--- src/rtl/fifo_drain_pkg.sv ---
// Shared constants and state encoding for the FIFO drain serializer.
package fifo_drain_pkg;

  localparam int unsigned DefWordW = 48;
  localparam int unsigned DefBeatW = 16;
  localparam int unsigned DefCntW  = 16;

  typedef logic [1:0] state_t;

  localparam state_t StIdle  = 2'd0;
  localparam state_t StFetch = 2'd1;
  localparam state_t StSend  = 2'd2;

  // A one-beat configuration still needs a 1-bit index register.
  function automatic int unsigned beat_idx_width(input int unsigned beats);
    return (beats > 1) ? $clog2(beats) : 1;
  endfunction

endpackage

--- src/rtl/fifo_drain_serializer.sv ---
// Pops 48-bit words from the FIFO and streams them LSB slice first as narrow beats.
// Optional FIFO_DRAIN_LAST_EN adds an out_last marker on the final beat of each word.
module fifo_drain_serializer
  import fifo_drain_pkg::*;
#(
  parameter int unsigned WORD_W = DefWordW,
  parameter int unsigned BEAT_W = DefBeatW,
  parameter int unsigned CNT_W  = DefCntW
) (
  input  logic              clk,
  input  logic              reset_n,
  input  logic              fifo_empty,
  input  logic [WORD_W-1:0] fifo_data_out,
  output logic              fifo_read_enable,
  output logic              out_valid,
  input  logic              out_ready,
  output logic [BEAT_W-1:0] out_data,
`ifdef FIFO_DRAIN_LAST_EN
  output logic              out_last,
`endif
  output logic              busy,
  output logic [CNT_W-1:0]  word_count
);

  localparam int unsigned BEATS  = WORD_W / BEAT_W;
  localparam int unsigned BIDX_W = beat_idx_width(BEATS);
  localparam logic [BIDX_W-1:0] LastIdx = BIDX_W'(BEATS - 1);

  if ((WORD_W % BEAT_W) != 0) begin : g_bad_width
    $error("WORD_W must be an integer multiple of BEAT_W");
  end

  state_t              state_q, state_d;
  logic [WORD_W-1:0]   shift_q, shift_d;
  logic [WORD_W-1:0]   shifted;
  logic [BEAT_W-1:0]   out_data_q, out_data_d;
  logic                out_valid_q, out_valid_d;
  logic [BIDX_W-1:0]   beat_idx_q, beat_idx_d;
  logic [CNT_W-1:0]    word_count_q, word_count_d;

  assign shifted = shift_q >> BEAT_W;

  always_comb begin
    state_d      = state_q;
    shift_d      = shift_q;
    out_data_d   = out_data_q;
    out_valid_d  = out_valid_q;
    beat_idx_d   = beat_idx_q;
    word_count_d = word_count_q;
    unique case (state_q)
      StIdle: begin
        if (!fifo_empty) state_d = StFetch;
      end
      StFetch: begin
        // FIFO read data is registered, so it is valid in the cycle after the read.
        shift_d     = fifo_data_out;
        out_data_d  = fifo_data_out[BEAT_W-1:0];
        out_valid_d = 1'b1;
        beat_idx_d  = '0;
        state_d     = StSend;
      end
      StSend: begin
        if (out_valid_q && out_ready) begin
          if (beat_idx_q != LastIdx) begin
            shift_d    = shifted;
            out_data_d = shifted[BEAT_W-1:0];
            beat_idx_d = beat_idx_q + BIDX_W'(1);
          end else begin
            out_valid_d  = 1'b0;
            word_count_d = word_count_q + CNT_W'(1);
            state_d      = StIdle;
          end
        end
      end
      default: state_d = StIdle;
    endcase
  end

  always_ff @(posedge clk or negedge reset_n) begin
    if (!reset_n) begin
      state_q      <= StIdle;
      shift_q      <= '0;
      out_data_q   <= '0;
      out_valid_q  <= 1'b0;
      beat_idx_q   <= '0;
      word_count_q <= '0;
    end else begin
      state_q      <= state_d;
      shift_q      <= shift_d;
      out_data_q   <= out_data_d;
      out_valid_q  <= out_valid_d;
      beat_idx_q   <= beat_idx_d;
      word_count_q <= word_count_d;
    end
  end

  // Reads only leave IDLE, which keeps them at least BEATS+1 cycles apart.
  assign fifo_read_enable = (state_q == StIdle) && !fifo_empty;
  assign busy             = (state_q != StIdle);
  assign out_valid        = out_valid_q;
  assign out_data         = out_data_q;
  assign word_count       = word_count_q;

`ifdef FIFO_DRAIN_LAST_EN
  assign out_last = out_valid_q && (beat_idx_q == LastIdx);
`endif

  property p_stall_stable;
    @(posedge clk) disable iff (!reset_n)
      (out_valid && !out_ready) |=> (out_valid && $stable(out_data));
  endproperty
  a_stall_stable: assert property (p_stall_stable);

  property p_no_back_to_back_read;
    @(posedge clk) disable iff (!reset_n)
      fifo_read_enable |=> !fifo_read_enable;
  endproperty
  a_no_back_to_back_read: assert property (p_no_back_to_back_read);

endmodule

--- config.mk ---
export PLATFORM = sky130hd
export DESIGN_NAME = fifo_drain_serializer
export DESIGN_NICKNAME = d
export VERILOG_FILES = /design/src/rtl/fifo_drain_pkg.sv /design/src/rtl/fifo_drain_serializer.sv
export SDC_FILE = /design/constraint.sdc
export NUM_CORES = 1
export LEC_CHECK = 0
export CAP_MARGIN = 15
export CELL_PAD_IN_SITES_DETAIL_PLACEMENT = 0
export CELL_PAD_IN_SITES_GLOBAL_PLACEMENT = 1
export CORE_MARGIN = 2
export CORE_UTILIZATION = 42
export CTS_BUF_LIST = sky130_fd_sc_hd__clkbuf_8
export CTS_CLUSTER_SIZE = 40
export DETAILED_ROUTE_END_ITERATION = 8
export MAX_ROUTING_LAYER = met4
export PLACE_DENSITY = 0.87
export REMOVE_ABC_BUFFERS = 1
export SYNTH_ARGS = -nofsm -noshare
export SYNTH_HDL_FRONTEND = slang
export SYNTH_SLANG_ARGS = --single-unit
--- constraint.sdc ---
create_clock -name clk -period 3.8 [get_ports clk]
set_input_delay 0.57 -clock clk [delete_from_list [all_inputs] [get_ports clk]]
set_output_delay 0.57 -clock clk [all_outputs]
set_load 0.01 [all_outputs]
Word level (Yosys, flattened, before mapping) --
Index checks and enable logic that the tools add are counted.
Operators by class: bitwise logic cells 1, $add $sub $neg 2, reduce and logical (&&, ||, !) cells 10, equal/unequal tests 7, multiplexer cells 16
Operators with widths (count):
- $mux W48 | 2
- $pmux W48 S2 | 1
- $mux W16 | 2
- $pmux W16 S2 | 1
- $add A16 B1 Y16 const B | 1
- $reduce_and A3 Y1 | 4
- $mux W2 | 5
- $ne A2 B2 Y1 const B | 5
- $pmux W2 S3 | 1
- $pmux W2 S2 | 1
- $reduce_bool A2 Y1 | 2
- $add A2 B1 Y2 const B | 1
- $eq A2 B1 Y1 const B | 1
- $eq A2 B2 Y1 const B | 1
- $logic_and A1 B1 Y1 | 2
- $logic_not A2 Y1 | 1
- $mux W1 | 2
- $pmux W1 S2 | 1
- $logic_not A1 Y1 | 1
- $not A1 Y1 | 1
Storage, ports and cells: bits in registers 85, logic and storage cells 42, output and inout bits 35, bits of input ports 52

Logic depth before layout (Yosys ltp) --
Gate-level depths: netlist of the first run.
word-level depth 4, mapped depth 8, depth with buffers taken out 6

Least setup slack after synthesis of the first run --
Ideal clock, no wire load.
path type reg-to-output, start point register state_q[1], end point output port fifo_read_enable, stages on the path, launching flop included 5, data arrival time 1.186 ns, slack 2.044 ns, required time 3.230 ns, path buffers 2, path through dfrtp_1 -> buf_4 -> buf_2 -> or2_2 -> nor2_1
Between the ends: longest elaborated chain between the ends 2
Ends and longest elaborated chain:
- start: declaration | RTL line fifo_drain_serializer.sv:33 | state_t state_q, state_d;
- start signal: assignment | RTL line fifo_drain_serializer.sv:81 | state_q <= StIdle;
- start signal: assignment | RTL line fifo_drain_serializer.sv:88 | state_q <= state_d;
- $logic_not A2 Y1 | RTL line fifo_drain_serializer.sv:98 | assign fifo_read_enable = (state_q == StIdle) && !fifo_empty;
- $logic_and A1 B1 Y1 | RTL line fifo_drain_serializer.sv:98
- end: declaration | RTL line fifo_drain_serializer.sv:14 | output logic fifo_read_enable,
No other way between the ends.

Final worst setup path of the first run --
Ends and elaborated chain as after synthesis.

==> results of run 1 <==
==> per-layer routing <==
| layer | GRT usage [%] | vias to the layer above |
|---|---|---|
| met5 | - | - |
| met4 | 6.76 | 0 |
| met3 | 3.35 | 8 |
| met2 | 27.0 | 92 |
| met1 | 24.8 | 1319 |
| li1 | - | 1297 |
==> critical path: cells and delay by family, from the launching register on <==
kind | cells | cell delay (ps)
buffers and inverters | 1 | 530
AND/OR/NAND/NOR | 2 | 500
flip-flops | 1 | 650
==> power by group <==
part | switching [W] | total [W] | internal (W)
logic | 0.000640 | 0.00132 | 0.000682
clock network | 0.000257 | 0.000540 | 0.000283
registers | 0.000294 | 0.00133 | 0.00103
total | 0.00119 | 0.00319 | 0.00200
==> worst paths after layout <==
| check | from | endpoint | slack (ps) |
|---|---|---|---|
| max reg2reg | state_q[1]$_DFFE_PN0P_ | word_count[1]$_DFFE_PN0P_ | 1630 |
| max | state_q[1]$_DFFE_PN0P_ | fifo_read_enable | 1210 |
| min in group clk | word_count[15]$_DFFE_PN0P_ | word_count[15]$_DFFE_PN0P_ | 480 |
| min | reset_n | word_count[14]$_DFFE_PN0P_ | 340 |
| min reg2reg | word_count[15]$_DFFE_PN0P_ | word_count[15]$_DFFE_PN0P_ | 480 |
| max in group asynchronous | reset_n | state_q[1]$_DFFE_PN0P_ | 2840 |
==> area by class of cell <==
type                            count  area share (%)
Sequential cell                    69            39.2
Multi-Input combinational cell    223            33.2
Timing Repair Buffer               91            20.3
Clock buffer                       12            3.74
Tap cell                          105            2.98
Clock inverter                      4           0.369
Inverter                            2           0.170
==> synthesized netlist by cell type (2+ instances only) <==
cell       n  area share [%]
buf_2     12             1.7
nand3_1    7             1.0
dfrtp_1   69              50
o21ai_1   18             2.6
a21oi_1    2            0.29
nand2_1   36             3.9
xnor2_1   12             3.1
nor2b_1   16             2.9
a211oi_1  15             3.3
nor3_1     2            0.29
a31oi_1   15             2.7
o22ai_1   17             3.1
xor2_1     3            0.76
clkbuf_1   7            0.76
mux2i_1   17             4.9
nor3_2     2            0.58
ha_1       2            0.73
nand4_1    3            0.54
a22o_1    16             4.1
buf_4     20             4.4
nor2_1    24             2.6
==> kinds of logic after synthesis <==
group | Yosys count | share of synthesized area (%)
AND/OR/NAND/NOR | 102 | 15.9
multiplexers | 18 | 5.26
XOR/XNOR | 15 | 3.81
flip-flops | 69 | 50.1
AO/OA/AOI/OAI | 86 | 16.8
buffers and inverters | 42 | 7.41
adder cells (fa/ha/maj) | 2 | 0.726
==> state kept, by name, summed over array words and instances, names as in the netlist <==
signal / count
out_valid: 1
shift_q: 48
state_q: 2
beat_idx_q: 2
word_count: 16
==> through the flow <==
step	hold slack (ps)	std cells	util (%)	cell area, sq um
after floorplan	274	294	-	3200
after global placement	460	490	52.3	4230
after detailed placement	482	490	52.3	4230
after CTS	376	506	54.5	4410
after global routing	400	506	54.5	4410
final	340	506	54.5	4410
==> cell usage in the layout, fill, tap and decap left out, types with 2 or more instances in the layout <==
cell and count:
clkdlybuf4s50_1 85, dfrtp_1 67, nand2_1 36, nor2_1 24, o21ai_1 18, mux2i_1 17, o22ai_1 17, a22o_1 16
nor2b_1 15, a211oi_1 15, a31oi_1 15, xnor2_1 12, clkbuf_8 12, nand3_1 7, buf_4 6, inv_1 4
nand4_1 3, xor2_1 3, nor3_1 2, a21oi_1 2, nor3_2 2, ha_1 2, dfrtp_2 2
==> metrics, run 1 <==
Die W 94.6 microns; Yosys reg bits 69; Post-CTS Setup Bufs 0; global-route wire length before repair 12.3 mm; Static Leak 1.88 nW; clk root buf clkbuf_8; Layout fillers 740; worst stage delay on the critical path 650 ps; multi-input combinational cell area 0.00147 sq mm; total power draw 0.00319 W; pre-CTS setup slack 1360 ps; CP endpoint kind output port; Core Region 0.00809 sq mm; Hold Buf Count CTS 0; worst r2r path cells 4; I/O pin total 87; fin. max-slew vios 0; share of layout cells above drive strength 1 8.23%; Yosys cell types 40; CP max-delay cell dfrtp_2; Worst slew margin 42.6%; Synth async-reset ratio 100%; DIE HEIGHT 94.6 microns; syn avg cell area 10.3 sq um; largest net degree at the start of global routing 70; Starting Density 42.6%; Setup violations, final 0; initial antenna violation count 0; crit start category flip-flop; I/O Buffers 86; Routed Antenna Nets 0; vias in the first global route 2615; H-tree depth 3; DRC 0; All-Layer GR Usage 18.1%; Top Layer Used met4; Post-synth EDFFs 0; HP Class input port to asynchronous set/reset pin; Final WS setup 1210 ps; VDD IR max 0.000310 V; die area 0.00894 sq mm; Cell Area, Synth 0.00345 sq mm; sequential cell area fraction in the yosys report 50.1%; Synthesis Warnings 0; register area 0.00173 sq mm; routed length on met1 3.55 mm; worst skew pair latency 330 ps; crit-path cells or2_2, nor2_1, clkdlybuf4s50_1; Clock Path Buffers 2; CP Max Fanout 35; Via density 5.37; synth-to-layout area growth 28.0%; post_cts resized 0; min cycle time layout 2590 ps; setup TNS 0 ps; Clk pin slew, worst setup/hold paths 80 ps; Max-Cap Viols 0; total CTS buffers 9; status finished, final reports clean; Final Skew 9.87 ps; WL final 7.61 mm; CP Data Arrival Time 2020 ps; via count 2716; Diodes inserted 0; wire per inst 15.0 microns; grt ovf 0; Worst-Margin Slew 861 ps; Final Hold Vio Count 0; RSZ-0062 raised after global routing false; Post-Syn Instances 334; critical path class flip-flop to output port; clock sinks 69; maximum clock rate 386 MHz; CTS tree yes; initial drt markers 105; Cell Pwr Density 723 mW/mm^2; Synth Flop Type dfrtp_1; Tcrit/Tclk final 68.2%; Critical Path RT 3230 ps; met3 wire length 421 microns; Met2 Wirelength 3.58 mm; hpwl dp 5.06 mm; # rows 33; TritonRoute pass-1 iters 4; nets@finish 450; GPL Wtd Cong 0.751
Power figures use the tool's default switching activity.
==> run 2: changes to the inputs <==
- CORE_UTILIZATION: 42 -> 35
- PLACE_DENSITY: 0.87 -> 0.77
- clock period: 3.8 -> 2.3 ns (I/O delays scaled with it)
==> run 2 against run 1 <==
Effect of this change: die area up 19%; flip-flop and latch count did not move; critical path depth stayed put; register-to-register slack worse by 1200 ps; sequential power up 56%; count of clock-buffer cells in the layout fell by 1; first-iteration DRC count decreased by 11%; clock power increased by 87%.
==> metrics, run 2 (synthesized netlist as in run 1, its figures left out) <==
most frequent cells in the layout 85 x clkdlybuf4s50_1, 67 x dfrtp_1, 36 x nand2_1 (unchanged); die area 0.0107 sq mm (was 0.00894 sq mm); Max-Cap Viols 0 (unchanged); Diodes inserted 0 (unchanged); CTS tree yes (unchanged); HP Class input port to asynchronous set/reset pin (unchanged); VDD IR max 0.000438 V (was 0.000310 V); total power draw 0.00544 W (was 0.00319 W); Final Skew 12.0 ps (was 9.87 ps); wire per inst 14.6 microns (was 15.0 microns); max reg flops 48 (unchanged); Tcrit/Tclk final 93.4%; min cycle time layout 2150 ps; H-tree depth 3 (unchanged); Worst slew margin 49.9% (was 42.6%); CP Data Arrival Time 1800 ps (was 2020 ps); Via density 5.01 (was 5.37); initial drt markers 93 (was 105); Clk pin slew, worst setup/hold paths 80 ps (about the same); # rows 36 (was 33); All-Layer GR Usage 16.1% (was 18.1%); share of layout cells above drive strength 1 10.1% (was 8.23%); RSZ-0062 raised after global routing false (unchanged); Routed Antenna Nets 0 (unchanged); worst skew pair latency 340 ps (was 330 ps); multi-input combinational cell area 0.00147 sq mm (about the same); clk root buf clkbuf_8 (unchanged); crit start category flip-flop (unchanged); hpwl dp 5.29 mm (was 5.06 mm); largest net degree at the start of global routing 53 (was 70); critical path class flip-flop to output port (unchanged); Clock Path Buffers 2 (unchanged); Starting Density 35.6% (was 42.6%); DRC 0 (unchanged); register area 0.00173 sq mm (unchanged); DP Area 0.00432 sq mm (was 0.00423 sq mm); total CTS buffers 9 (unchanged); commonest non-fill, non-tap cell in the layout clkdlybuf4s50_1 (unchanged); Hold Buf Count CTS 0 (unchanged); I/O pin total 87 (unchanged); grt ovf 0 (unchanged); Static Leak 1.91 nW (was 1.88 nW); status finished, final reports clean (unchanged); CP Max Fanout 11 (was 35); maximum clock rate 466 MHz; TritonRoute pass-1 iters 4 (unchanged); Post-CTS Setup Bufs 0 (unchanged); post-route cell area 0.00452 sq mm (was 0.00441 sq mm); Critical Path RT 1960 ps (was 3230 ps); global-route wire length before repair 12.7 mm (was 12.3 mm); DIE HEIGHT 103 microns (was 94.6 microns); Reg with most FFs shift_q (unchanged); Worst-Margin Slew 751 ps (was 861 ps); Final Hold Vio Count 0 (unchanged); vias in the first global route 2527 (was 2615); synth-to-layout area growth 31.1% (was 28.0%); Setup violations, final 0 (unchanged); CP endpoint kind output port (unchanged); WL final 7.86 mm (was 7.61 mm); fin. max-slew vios 0 (unchanged); GPL Wtd Cong 0.765 (was 0.751); clock sinks 69 (unchanged); Cell Pwr Density 1200 mW/mm^2 (was 723 mW/mm^2); post_cts resized 0 (unchanged); I/O Buffers 86 (unchanged); Layout fillers 934 (was 740); initial antenna violation count 0 (unchanged); nets@finish 456 (was 450); via count 2705 (was 2716); Core Region 0.00968 sq mm (was 0.00809 sq mm); Die W 103 microns (was 94.6 microns)
-- run 2: layer usage --
| metal | vias to the layer above | wire length (microns) | GRT usage (%) |
|---|---|---|---|
| met5 | - | 0 | - |
| met4 | 0 | 73 | 5.77 |
| met3 | 9 | 296 | 2.82 |
| met2 | 65 | 3710 | 24.7 |
| met1 | 1315 | 3780 | 21.5 |
| li1 | 1316 | - | - |
-- run 2: final cells by class --
type | instances | area share, %
inverters | 2 | 0.166
well taps | 133 | 3.68
flip-flops and latches | 69 | 38.3
multi-input cells | 223 | 32.6
clock buffers | 11 | 3.35
clock inverters | 5 | 1.14
repair buffers | 97 | 20.8
-- run 2: final timing paths --
| kind | startpoint | to | slack, ps | depth (start not counted) |
|---|---|---|---|---|
| worst max-delay path | state_q[0]$_DFFE_PN0P_ | fifo_read_enable | 150 | 3 |
| worst min-delay path | reset_n | word_count[7]$_DFFE_PN0P_ | 40 | 1 |
| worst max register to register | beat_idx_q[0]$_DFFE_PN0P_ | shift_q[45]$_DFFE_PN0P_ | 470 | 6 |
| worst min register to register | word_count[15]$_DFFE_PN0P_ | word_count[15]$_DFFE_PN0P_ | 470 | 1 |
| max in group asynchronous | reset_n | shift_q[30]$_DFFE_PN0P_ | 1640 | 2 |
| min in group clk | word_count[15]$_DFFE_PN0P_ | word_count[15]$_DFFE_PN0P_ | 470 | 1 |
-- run 2: critical path: stages (launching register included) --
cell and delay [ps]:
dfrtp_2 500, or2_2 340, nor2_1 90, clkdlybuf4s50_1 540
-- run 2: report_power, final --
group,internal (W),total (W),switching (W)
clock network,0.000553,0.00101,0.000458
registers,0.00171,0.00207,0.000361
logic,0.00117,0.00236,0.00119
total,0.00343,0.00544,0.00201
-- run 2: per-stage QoR --
stage	setup TNS, ps	hold slack (ps)	setup slack (ps)	utilization (%)	instances
final	0	41.5	152	46.7	540
after global routing	0	101	89.4	46.7	540
after CTS	0	58.6	124	46.7	540
after detailed placement	0	435	280	44.6	524
after global placement	0	430	297	44.6	524
after floorplan	-14760	49.4	-558	-	294
==> run 3: changes to the inputs <==
- HOLD_SLACK_MARGIN: default -> 0.08
- SLEW_MARGIN: default -> 20
==> run 3 against run 2 <==
Effect of this change: flip-flop and latch count stayed put; largest cell class unchanged; sequential share of layout area down 0.085 points; routed wire length is 0.36% higher; critical endpoint unchanged; clock skew about the same; combinational power about the same; critical path depth is the same; global-route usage stayed put; sequential power about the same.
==> metrics, run 3 (synthesized netlist as in run 1, its figures left out) <==
status finished, final reports clean (unchanged); Clk pin slew, worst setup/hold paths 80 ps (about the same); Via density 5.00 (was 5.01); RSZ-0062 raised after global routing false (unchanged); most frequent cells in the layout 85 x clkdlybuf4s50_1, 67 x dfrtp_1, 36 x nand2_1 (unchanged); synth-to-layout area growth 31.4% (was 31.1%); multi-input combinational cell area 0.00147 sq mm (unchanged); hpwl dp 5.29 mm (unchanged); Cell Pwr Density 1200 mW/mm^2 (about the same); CTS tree yes (unchanged); initial antenna violation count 0 (unchanged); Max-Cap Viols 0 (unchanged); Die W 103 microns (unchanged); Internal 0.00343 W (about the same); VDD IR max 0.000438 V (about the same); worst skew pair latency 340 ps (about the same); clock sinks 69 (unchanged); clock share of power 18.6% (about the same); Seq pwr share 38.1% (about the same); global-route wire length before repair 12.7 mm (unchanged); Net Switching 0.00201 W (about the same); Critical Path RT 1960 ps (about the same); vias in the first global route 2527 (unchanged); post_cts resized 0 (unchanged); grt ovf 0 (unchanged); Worst-Margin Slew 761 ps (was 751 ps); Final Hold Vio Count 0 (unchanged); global routing's busiest layer met2 (unchanged); register area 0.00173 sq mm (unchanged); TritonRoute pass-1 iters 4 (unchanged); crit start category flip-flop (unchanged); DRC 0 (unchanged); # rows 36 (unchanged); H-tree depth 3 (unchanged); largest net degree at the start of global routing 53 (unchanged); routing usage on met2 24.7% (unchanged); critical path class flip-flop to output port (unchanged); GPL Wtd Cong 0.765 (unchanged); sw frac 36.9% (was 37.0%); maximum clock rate 467 MHz (was 466 MHz); All-Layer GR Usage 16.1% (unchanged); GR Layer Usage met1 21.5% (unchanged); DIE HEIGHT 103 microns (unchanged); WL final 7.89 mm (was 7.86 mm); max reg flops 48 (unchanged); Final Util 46.8% (was 46.7%); nets@finish 457 (was 456); CP Data Arrival Time 1800 ps (about the same); I/O pin total 87 (unchanged); commonest non-fill, non-tap cell in the layout clkdlybuf4s50_1 (unchanged); met3 usage 2.82% (unchanged); I/O Buffers 86 (unchanged); Clock Path Buffers 2 (unchanged); hold slack final 472 ps (was 41.5 ps); HP Class flip-flop to flip-flop (was input port to asynchronous set/reset pin); Final Skew 12.1 ps (was 12.0 ps); Starting Density 35.6% (unchanged); Static Leak 1.92 nW (was 1.91 nW); clk root buf clkbuf_8 (unchanged); via count 2707 (was 2705); min cycle time layout 2140 ps (was 2150 ps); fin. max-slew vios 0 (unchanged); Reg with most FFs shift_q (unchanged); die area 0.0107 sq mm (unchanged); Tcrit/Tclk final 93.2% (was 93.4%); Diodes inserted 0 (unchanged); post-route cell area 0.00453 sq mm (was 0.00452 sq mm); combinational power share 43.3% (about the same); CP Max Fanout 11 (unchanged); Setup violations, final 0 (unchanged); Core Region 0.00968 sq mm (unchanged); share of layout cells above drive strength 1 10.0% (was 10.1%); Layout fillers 933 (was 934); DP Area 0.00432 sq mm (unchanged); Worst slew margin 49.3% (was 49.9%); CP endpoint kind output port (unchanged); Routed Antenna Nets 0 (unchanged); total CTS buffers 9 (unchanged); wire per inst 14.6 microns (about the same); initial drt markers 103 (was 93)
## run 3: power by group through the flow
stage	registers [W]	clock network, W	logic, W
6_report	0.00207	0.00101	0.00235
3_3_place_gp	0.00208	0	0.00232
2_1_floorplan	0.00225	0	0.00125
5_1_grt	0.00214	0.00109	0.00265
4_1_cts	0.00207	0.00104	0.00240
3_5_place_dp	0.00209	0	0.00240
## run 3: metal layers
| layer | vias up | share of wire, % |
|---|---|---|
| met2 | 66 | 48 |
| met5 | - | 0 |
| li1 | 1318 | - |
| met4 | 0 | 0.68 |
| met1 | 1316 | 47 |
| met3 | 7 | 3.9 |
## run 3: final timing paths
kind                                       startpoint                          to  slack (ps)  cells past startpoint
hold / removal             word_count[15]$_DFFE_PN0P_  word_count[15]$_DFFE_PN0P_         470                      1
setup / recovery               state_q[0]$_DFFE_PN0P_            fifo_read_enable         160                      3
max in group asynchronous                     reset_n     shift_q[30]$_DFFE_PN0P_        1090                      3
min in group asynchronous                     reset_n   word_count[7]$_DFFE_PN0P_         590                      2
hold reg to reg            word_count[15]$_DFFE_PN0P_  word_count[15]$_DFFE_PN0P_         470                      1
setup reg to reg            beat_idx_q[0]$_DFFE_PN0P_     shift_q[45]$_DFFE_PN0P_         470                      6
## run 3: final cells by class
type	count	area share (%)
tap	133	3.68
timing repair buffer	98	21.0
multi-input combinational	223	32.5
clock inverter	5	1.13
inverter	2	0.166
clock buffer	11	3.34
sequential	69	38.2
## run 3: timing repair
item	in CTS	in global routing
hold endpoints to repair	44	0
setup buffers	0	0
hold buffers	1	0
## run 3: worst max-delay path, cell delays in order, from the launching register on
cell	delay, ps
dfrtp_2	500
or2_2	330
nor2_1	90
clkdlybuf4s50_1	540
## run 3: metrics by stage
step | std cells | setup slack, ps | setup TNS [ps] | power [W]
after detailed placement | 524 | 280 | 0 | 0.00449
final | 541 | 157 | 0 | 0.00543
after global routing | 541 | 89.4 | 0 | 0.00588
after floorplan | 294 | -558 | -14760 | 0.00350
after CTS | 541 | 124 | 0 | 0.00551
after global placement | 524 | 297 | 0 | 0.00440
